File: config.mk
export PLATFORM = sky130hd
export DESIGN_NAME = alu_pipe_regs
export DESIGN_NICKNAME = d
export VERILOG_FILES = /design/src/rtl/alu_pipe_regs.sv
export SDC_FILE = /design/constraint.sdc
export NUM_CORES = 1
export LEC_CHECK = 0
export BUFFER_PORTS_ARGS = -buffer_cell sky130_fd_sc_hd__buf_2
export CELL_PAD_IN_SITES_DETAIL_PLACEMENT = 1
export CELL_PAD_IN_SITES_GLOBAL_PLACEMENT = 1
export CORE_UTILIZATION = 43
export CTS_CLUSTER_SIZE = 10
export DETAILED_ROUTE_END_ITERATION = 7
export GPL_TIMING_DRIVEN = 1
export PLACE_DENSITY_LB_ADDON = 0.1
export SKIP_LAST_GASP = 1
export SLEW_MARGIN = 20
export SYNTH_ARGS = -nofsm -noshare
export SYNTH_HDL_FRONTEND = slang
export SYNTH_SLANG_ARGS = --single-unit
File: constraint.sdc
create_clock -name clk -period 6.26 [get_ports clk]
set_clock_uncertainty 0.05 [all_clocks]
set_input_delay 1.252 -clock clk [delete_from_list [all_inputs] [get_ports clk]]
set_output_delay 1.252 -clock clk [all_outputs]
set_load 0.01 [all_outputs]
File: src/rtl/alu_pipe_regs.sv
// alu_pipe_regs: execute/memory slice of the 10-bit three-stage CPU.
// FD->EM operand register, combinational ALU and data-memory drive in EM,
// EM->WB register and the final write-back select.
// Build option: define WB_FORWARD_EN to bypass the write-back value into the
// EM operands when the instruction in WB targets one of the EM source registers.
module alu_pipe_regs #(
    parameter int DATA_W = 10,
    parameter int REG_AW = 3
) (
    input  logic              clk,
    input  logic              rst_n,
    input  logic [REG_AW-1:0] fd_src_addr,
    input  logic [REG_AW-1:0] fd_dest_addr,
    input  logic [DATA_W-1:0] fd_alu_a,
    input  logic [DATA_W-1:0] fd_alu_b,
    input  logic [2:0]        fd_alu_ctrl,
    input  logic              fd_reg_we,
    input  logic              fd_mem_we,
    input  logic              fd_mem_re,
    input  logic [DATA_W-1:0] fd_store_data,
    input  logic [DATA_W-1:0] mem_rdata,
    output logic [DATA_W-1:0] mem_addr,
    output logic              mem_we,
    output logic [DATA_W-1:0] mem_wdata,
    output logic [DATA_W-1:0] alu_result,
    output logic              alu_halt,
    output logic              wb_we,
    output logic [REG_AW-1:0] wb_dest,
    output logic [DATA_W-1:0] wb_wdata
);

    localparam logic [2:0] OP_ADD  = 3'b000;
    localparam logic [2:0] OP_SUB  = 3'b001;
    localparam logic [2:0] OP_SLT  = 3'b010;
    localparam logic [2:0] OP_NAND = 3'b011;
    localparam logic [2:0] OP_SLR  = 3'b100;
    localparam logic [2:0] OP_SLL  = 3'b101;
    localparam logic [2:0] OP_HALT = 3'b110;

    logic [REG_AW-1:0] em_src_addr_q;
    logic [REG_AW-1:0] em_dest_addr_q;
    logic [DATA_W-1:0] em_a_q;
    logic [DATA_W-1:0] em_b_q;
    logic [2:0]        em_ctrl_q;
    logic              em_reg_we_q;
    logic              em_mem_we_q;
    logic              em_mem_re_q;
    logic [DATA_W-1:0] em_store_q;

    logic [DATA_W-1:0] wb_alu_q;
    logic [DATA_W-1:0] wb_rdata_q;
    logic              wb_we_q;
    logic              wb_mem_re_q;
    logic [REG_AW-1:0] wb_dest_q;

    logic [DATA_W-1:0] op_a;
    logic [DATA_W-1:0] op_b;
    logic [DATA_W-1:0] store_eff;
    logic [3:0]        alu_sh;
    logic [DATA_W-1:0] alu_res_d;
    logic              alu_halt_d;

    // FD->EM register; reset turns the stage into a bubble (ADD 0,0, no writes)
    always_ff @(posedge clk) begin
        if (!rst_n) begin
            em_src_addr_q  <= '0;
            em_dest_addr_q <= '0;
            em_a_q         <= '0;
            em_b_q         <= '0;
            em_ctrl_q      <= '0;
            em_reg_we_q    <= 1'b0;
            em_mem_we_q    <= 1'b0;
            em_mem_re_q    <= 1'b0;
            em_store_q     <= '0;
        end else begin
            em_src_addr_q  <= fd_src_addr;
            em_dest_addr_q <= fd_dest_addr;
            em_a_q         <= fd_alu_a;
            em_b_q         <= fd_alu_b;
            em_ctrl_q      <= fd_alu_ctrl;
            em_reg_we_q    <= fd_reg_we;
            em_mem_we_q    <= fd_mem_we;
            em_mem_re_q    <= fd_mem_re;
            em_store_q     <= fd_store_data;
        end
    end

`ifdef WB_FORWARD_EN
    logic fwd_a;
    logic fwd_b;

    // Bypass the value being written back this cycle into the EM operands
    always_comb begin
        fwd_a     = wb_we_q && (wb_dest_q == em_src_addr_q);
        fwd_b     = wb_we_q && (wb_dest_q == em_dest_addr_q);
        op_a      = fwd_a ? wb_wdata : em_a_q;
        op_b      = fwd_b ? wb_wdata : em_b_q;
        store_eff = fwd_b ? wb_wdata : em_store_q;
    end
`else
    // Source address is only needed by the bypass comparators
    logic unused_src_addr;
    assign unused_src_addr = ^em_src_addr_q;

    // Operands straight from the FD->EM register
    always_comb begin
        op_a      = em_a_q;
        op_b      = em_b_q;
        store_eff = em_store_q;
    end
`endif

    // ALU; shifts use only B[3:0] and saturate to zero past the datapath width
    always_comb begin
        alu_res_d  = '0;
        alu_halt_d = 1'b0;
        alu_sh     = op_b[3:0];
        case (em_ctrl_q)
            OP_ADD:  alu_res_d = op_a + op_b;
            OP_SUB:  alu_res_d = op_a - op_b;
            OP_SLT:  alu_res_d = {{(DATA_W-1){1'b0}}, ($signed(op_a) < $signed(op_b))};
            OP_NAND: alu_res_d = ~(op_a & op_b);
            OP_SLR:  alu_res_d = (int'(alu_sh) >= DATA_W) ? '0 : (op_a >> alu_sh);
            OP_SLL:  alu_res_d = (int'(alu_sh) >= DATA_W) ? '0 : (op_a << alu_sh);
            OP_HALT: alu_halt_d = 1'b1;
            default: alu_res_d = '0;
        endcase
    end

    assign alu_result = alu_res_d;
    assign alu_halt   = alu_halt_d;
    assign mem_addr   = alu_res_d;
    assign mem_we     = em_mem_we_q;
    assign mem_wdata  = em_mem_we_q ? store_eff : '0;

    // EM->WB register; reset clears write enable so nothing reaches the register file
    always_ff @(posedge clk) begin
        if (!rst_n) begin
            wb_alu_q    <= '0;
            wb_rdata_q  <= '0;
            wb_we_q     <= 1'b0;
            wb_mem_re_q <= 1'b0;
            wb_dest_q   <= '0;
        end else begin
            wb_alu_q    <= alu_res_d;
            wb_rdata_q  <= mem_rdata;
            wb_we_q     <= em_reg_we_q;
            wb_mem_re_q <= em_mem_re_q;
            wb_dest_q   <= em_dest_addr_q;
        end
    end

    assign wb_we    = wb_we_q;
    assign wb_dest  = wb_dest_q;
    assign wb_wdata = wb_mem_re_q ? wb_rdata_q : wb_alu_q;

endmodule

=== Word-level counts from Yosys, hierarchy flattened ===
Index checks and enable logic that the tools add are counted.

* Flip-flop bits (word level): 64
* Latch bits: 0
* Memory bits (writable): 0
* ROM bits: 0
* Input port bits: 54
* Output and inout port bits: 46
* Memories kept: 0

* $add $sub $neg: 2
* $mul: 0
* Div/mod/pow operators: 0
* Magnitude comparators: 2
* Equality and inequality tests: 6
* Shifts and indexed selects: 2
* Muxes and demuxes: 6
* Bitwise gates (word level): 2
* Reductions and logical operators: 1

{| class="wikitable"
|+ Operator list
! kind !! count
|-
| 10-bit one-hot mux with 6 select lines || 1
|-
| 10-bit 2-to-1 mux || 4
|-
| 10-bit adder || 1
|-
| 10-bit AND || 1
|-
| 10-bit less-than comparator || 1
|-
| 10-bit inverter || 1
|-
| 10-bit by 4-bit << shifter with 10-bit output || 1
|-
| 10-bit by 4-bit >> shifter with 10-bit output || 1
|-
| 10-bit subtractor || 1
|-
| 3-bit == test, second input constant || 3
|-
| 3-bit by 2-bit == test with 1-bit output, second input constant || 2
|-
| 4-bit >= comparator, second input constant || 1
|-
| 3-bit by 1-bit == test with 1-bit output, second input constant || 1
|-
| 3-bit zero test || 1
|-
| 1-bit 2-to-1 mux || 1
|}

=== Logic depth before layout (Yosys ltp) ===
* Depth in word-level cells: 3
* Depth in mapped cells: 12
* Gate-level depth less buffers: 9

=== Worst setup path after synthesis ===
OpenSTA, ideal clock, no wires.

* Path type: register -> output
* Start point: register em_b_q[1]
* End point: output mem_addr[9]
* Data arrival time: 2.577 ns
* Data required time: 4.958 ns
* Setup slack: 2.381 ns
* Cell stages (with the launch flop): 13
* Buffers on the path: 4
* Cells stage by stage: dfxtp_1 buf_4 buf_6 buf_4 inv_2 ha_1 nor3b_2 o311ai_1 nand3_1 mux2_1 a211oi_1 nand3_1 buf_4

* Word-level cells in the longest chain between the ends: 3
* Elaborated cells between the ends (all ways): 8
* Those cells by class: 2 x add/sub; 1 x order compare; 2 x shift; 3 x mux

{| class="wikitable"
|+ RTL lines
! item !! RTL line !! source
|-
| start, declared || 43 || <nowiki>logic [DATA_W-1:0] em_b_q;</nowiki>
|-
| start signal, assigned || 79 || <nowiki>em_b_q <= fd_alu_b;</nowiki>
|-
| parallel branches: the longest is 2 deep, another holds 10-bit subtractor || n/a ||
|-
| 10-bit one-hot mux with 6 select lines (*) || 118 || <nowiki>case (em_ctrl_q)</nowiki>
|-
| end, declared || 22 || <nowiki>output logic [DATA_W-1:0] mem_addr,</nowiki>
|}

Every way passes the cells marked *.

=== Final worst setup path ===
* Start point: register em_b_q[0]
* End point: output mem_addr[8]

The elaborated chain is that of the path after synthesis.

==> impl_metrics.toml <==
[run_status]
status = "completed"

[clock_network]
cts-root-buf = "clkbuf_8"
clockBufferDepth = 2
cts_sinks = 64
cts_hold_buf = 0
cts_made_buffers = 9
cts_tree = "built"
htree_levels = 3
post_cts_resized = 0
clock_latency_ps = 340
cts_setup_buffers = 0
clk_pin_slew_ps = 80

[sta]
slew_headroom_pct = 43.6
holdWs_ps = 389
final_max_slew_viol_count = 0
finalWorstPathRequiredPeriod_ps = 4680
hold_violations = 0
layout_worst_path_cycle_share_pct = 74.8
worst_pin_slew_ps = 845
max_freq_ghz = 0.214
finalSetupTns_ps = 0
rsz0062_at_grt = "no"
setup_viol = 0

[floorplanning]
start_util_pct = 44.6
die_w_um = 97.1
rows = 34
io_pins = 100
core-area_um2 = 8720
die_y_um = 97.1
die_area_um2 = 9430

[global_route]
overflow = 0
grt_pass1_vias = 3473
grt_max_degree = 63
antenna_found_initial = 0
grt_pass1_wl_mm = 17.8
grt_use_total_pct = 23.9

[final_layout]
syn2layout_area_growth_pct = 16.8
final_cell_area_um2 = 4540
mostFrequentLayoutCells = "buf_2 (96), and2_1 (69), dfxtp_1 (64), nor2_1 (34), mux2i_1 (26)"
drive_gt1_share_pct = 26.4
fin_nets = 591
regArea_um2 = 1280
multi_input_area_um2 = 2330
antenna_cells = 0
layout_commonest_cell = "buf_2"
nFillCells = 1070

[synth]
synthAdderAreaFrac_pct = 7.78
synth_seq_cells = 64
yosys.cell_types.count = 57
yosysSeqAreaShare_pct = 32.9
synth_compound_area_share_pct = 12.6
synthXorXnorAreaFrac_pct = 2.25
synth_area_um2 = 3890
syn-num-nets = 517
ys_warn_count = 0
synthMuxAreaShare_pct = 13.1
async_flop_share_pct = 0
syn_avg_cell_area_um2 = 8.84
synth_edf_count = 0
synth_top_family_by_area = "simple AND/OR/NAND/NOR gates"
synth_cells = 440
yosys.area_share.simple_pct = 24.3
synth_ff_type = "dfxtp_1"

[placed_design]
place_area_um2 = 4320
numPortBuffers = 96
dp_hpwl_mm = 8.09
gp_congestion = 0.936

[flow_run]
maxCapViolCount = 0

[setup_path]
critPathLaunchType = "flop"
cp_top_family = "compound AO/OA/AOI/OAI gates"
path_cells = "ha_1, inv_1, fa_1, nor2_1, o221ai_1, o211ai_1, xnor2_1, a211oi_1, nand2_1, buf_2"
r2r-start = "em_b_q[2]"
crit_buf_inv = 2
reg2reg_slack_ps = 3190
cp.required_ps = 4960
critPathArrivalTime_ps = 3380
critPathSlowestCell = "dfxtp_1"
worstSetupPathType = "reg2out"
cpPeakStageDelay_ps = 800
crit_fanout = 17
endpoint_kind = "output port"
startpoint = "em_b_q[0]"

[routing]
wl_mm = 10.7
dr_total_vias = 3386
vias_per_cell = 5.40
wire_per_inst_um = 17.1
route.detailed.drc = 0
first_iter_violations = 142
ant_nets = 0
drt_first_pass_iters = 4

[power_and_ir_drop]
power.density_nw_per_um2 = 243
power_leakage_uw = 0.00214
vdd_ir_drop_max_uv = 137

[min_path]
worstHoldStart = "em_mem_re_q"
hp-class = "reg2reg"
-- metal layers --
metal  track usage (%)  part of all wire [%]  vias up
li1                  -                     -     1652
met1              31.1                    45     1613
met2              40.1                    49      107
met3              3.88                   5.2       14
met4              8.38                   1.6        0
met5                 0                     0        -
-- worst register-to-register path: stages (launching register included) --
cell     delay [ps]
dfxtp_1         730
inv_2           240
ha_1            520
nor3b_2         110
nor3_1          410
mux2i_1         160
xnor2_1         170
a221o_1         410
and2_1          170
-- synth_stat cells, types with 4 or more instances --
library cell  instances  area share (%)
a31oi_1               4            0.64
inv_1                18             1.7
and2_1               69              11
o21ai_1               6            0.77
a21o_1                5            0.97
ha_1                 21             6.8
mux2i_1              26             6.7
a211oi_1              5            0.97
o211ai_1              7             1.4
nand3_1               6            0.77
nand2_1              21             2.0
nor2b_1               5            0.80
nor3_1               12             1.5
buf_4                12             2.3
or3_1                 5            0.80
clkbuf_1             14             1.4
a21oi_1              14             1.8
nor2_1               34             3.3
xnor2_1               9             2.0
buf_2                 6            0.77
o21ai_0               6            0.77
mux2_2               13             3.8
dfxtp_1              64              33
-- layout make-up --
cell class,instances,area share [%]
multi-input cells,321,51.4
flip-flops and latches,64,28.2
repair buffers,97,10.7
well taps,108,2.98
clock buffers,9,2.73
clock inverters,7,2.20
inverters,21,1.74
-- flip-flops by register name, summed over array words and instances, names as in the netlist --
name and flops:
em_reg_we_q 1, mem_we 1, em_store_q 10, wb_mem_re_q 1
em_dest_addr_q 3, em_a_q 10, wb_alu_q 10, wb_rdata_q 10
wb_dest 3, em_mem_re_q 1, em_b_q 10, wb_we 1
em_ctrl_q 3
-- worst paths after layout --
| path | endpoint | depth (start not counted) |
|---|---|---|
| setup reg to reg | wb_alu_q[3] | 8 |
| hold / removal | wb_mem_re_q | 1 |
| hold reg to reg | wb_mem_re_q | 1 |
| setup / recovery | mem_addr[8] | 10 |
-- report_power, final --
group          switching [uW]  total, uW  internal, uW  leakage (uW)
Clock                     184        413           229      0.000115
Combinational             127        236           109       0.00150
Sequential               24.3        456           432      0.000532
-- cells by family after synthesis --
family | after synthesis
AOI/OAI and AO/OA | 71
xor gates and xnor gates | 10
adders and majority gates | 23
buffers and inverters | 55
DFF | 64
muxes | 45
and+or+nand+nor | 172
-- stage by stage --
| step | utilization [%] | setup slack [ps] | std cells | total power [uW] |
|---|---|---|---|---|
| 5_1_grt | 52.1 | 1290 | 627 | 1170 |
| 6_report | 52.1 | 1580 | 627 | 1100 |
| 2_1_floorplan | - | 2380 | 440 | 632 |
| 3_3_place_gp | 49.5 | 2040 | 611 | 696 |
| 3_5_place_dp | 49.5 | 1940 | 611 | 703 |
| 4_1_cts | 52.1 | 1540 | 627 | 1120 |
No activity file was read; power rests on OpenSTA's default activity.
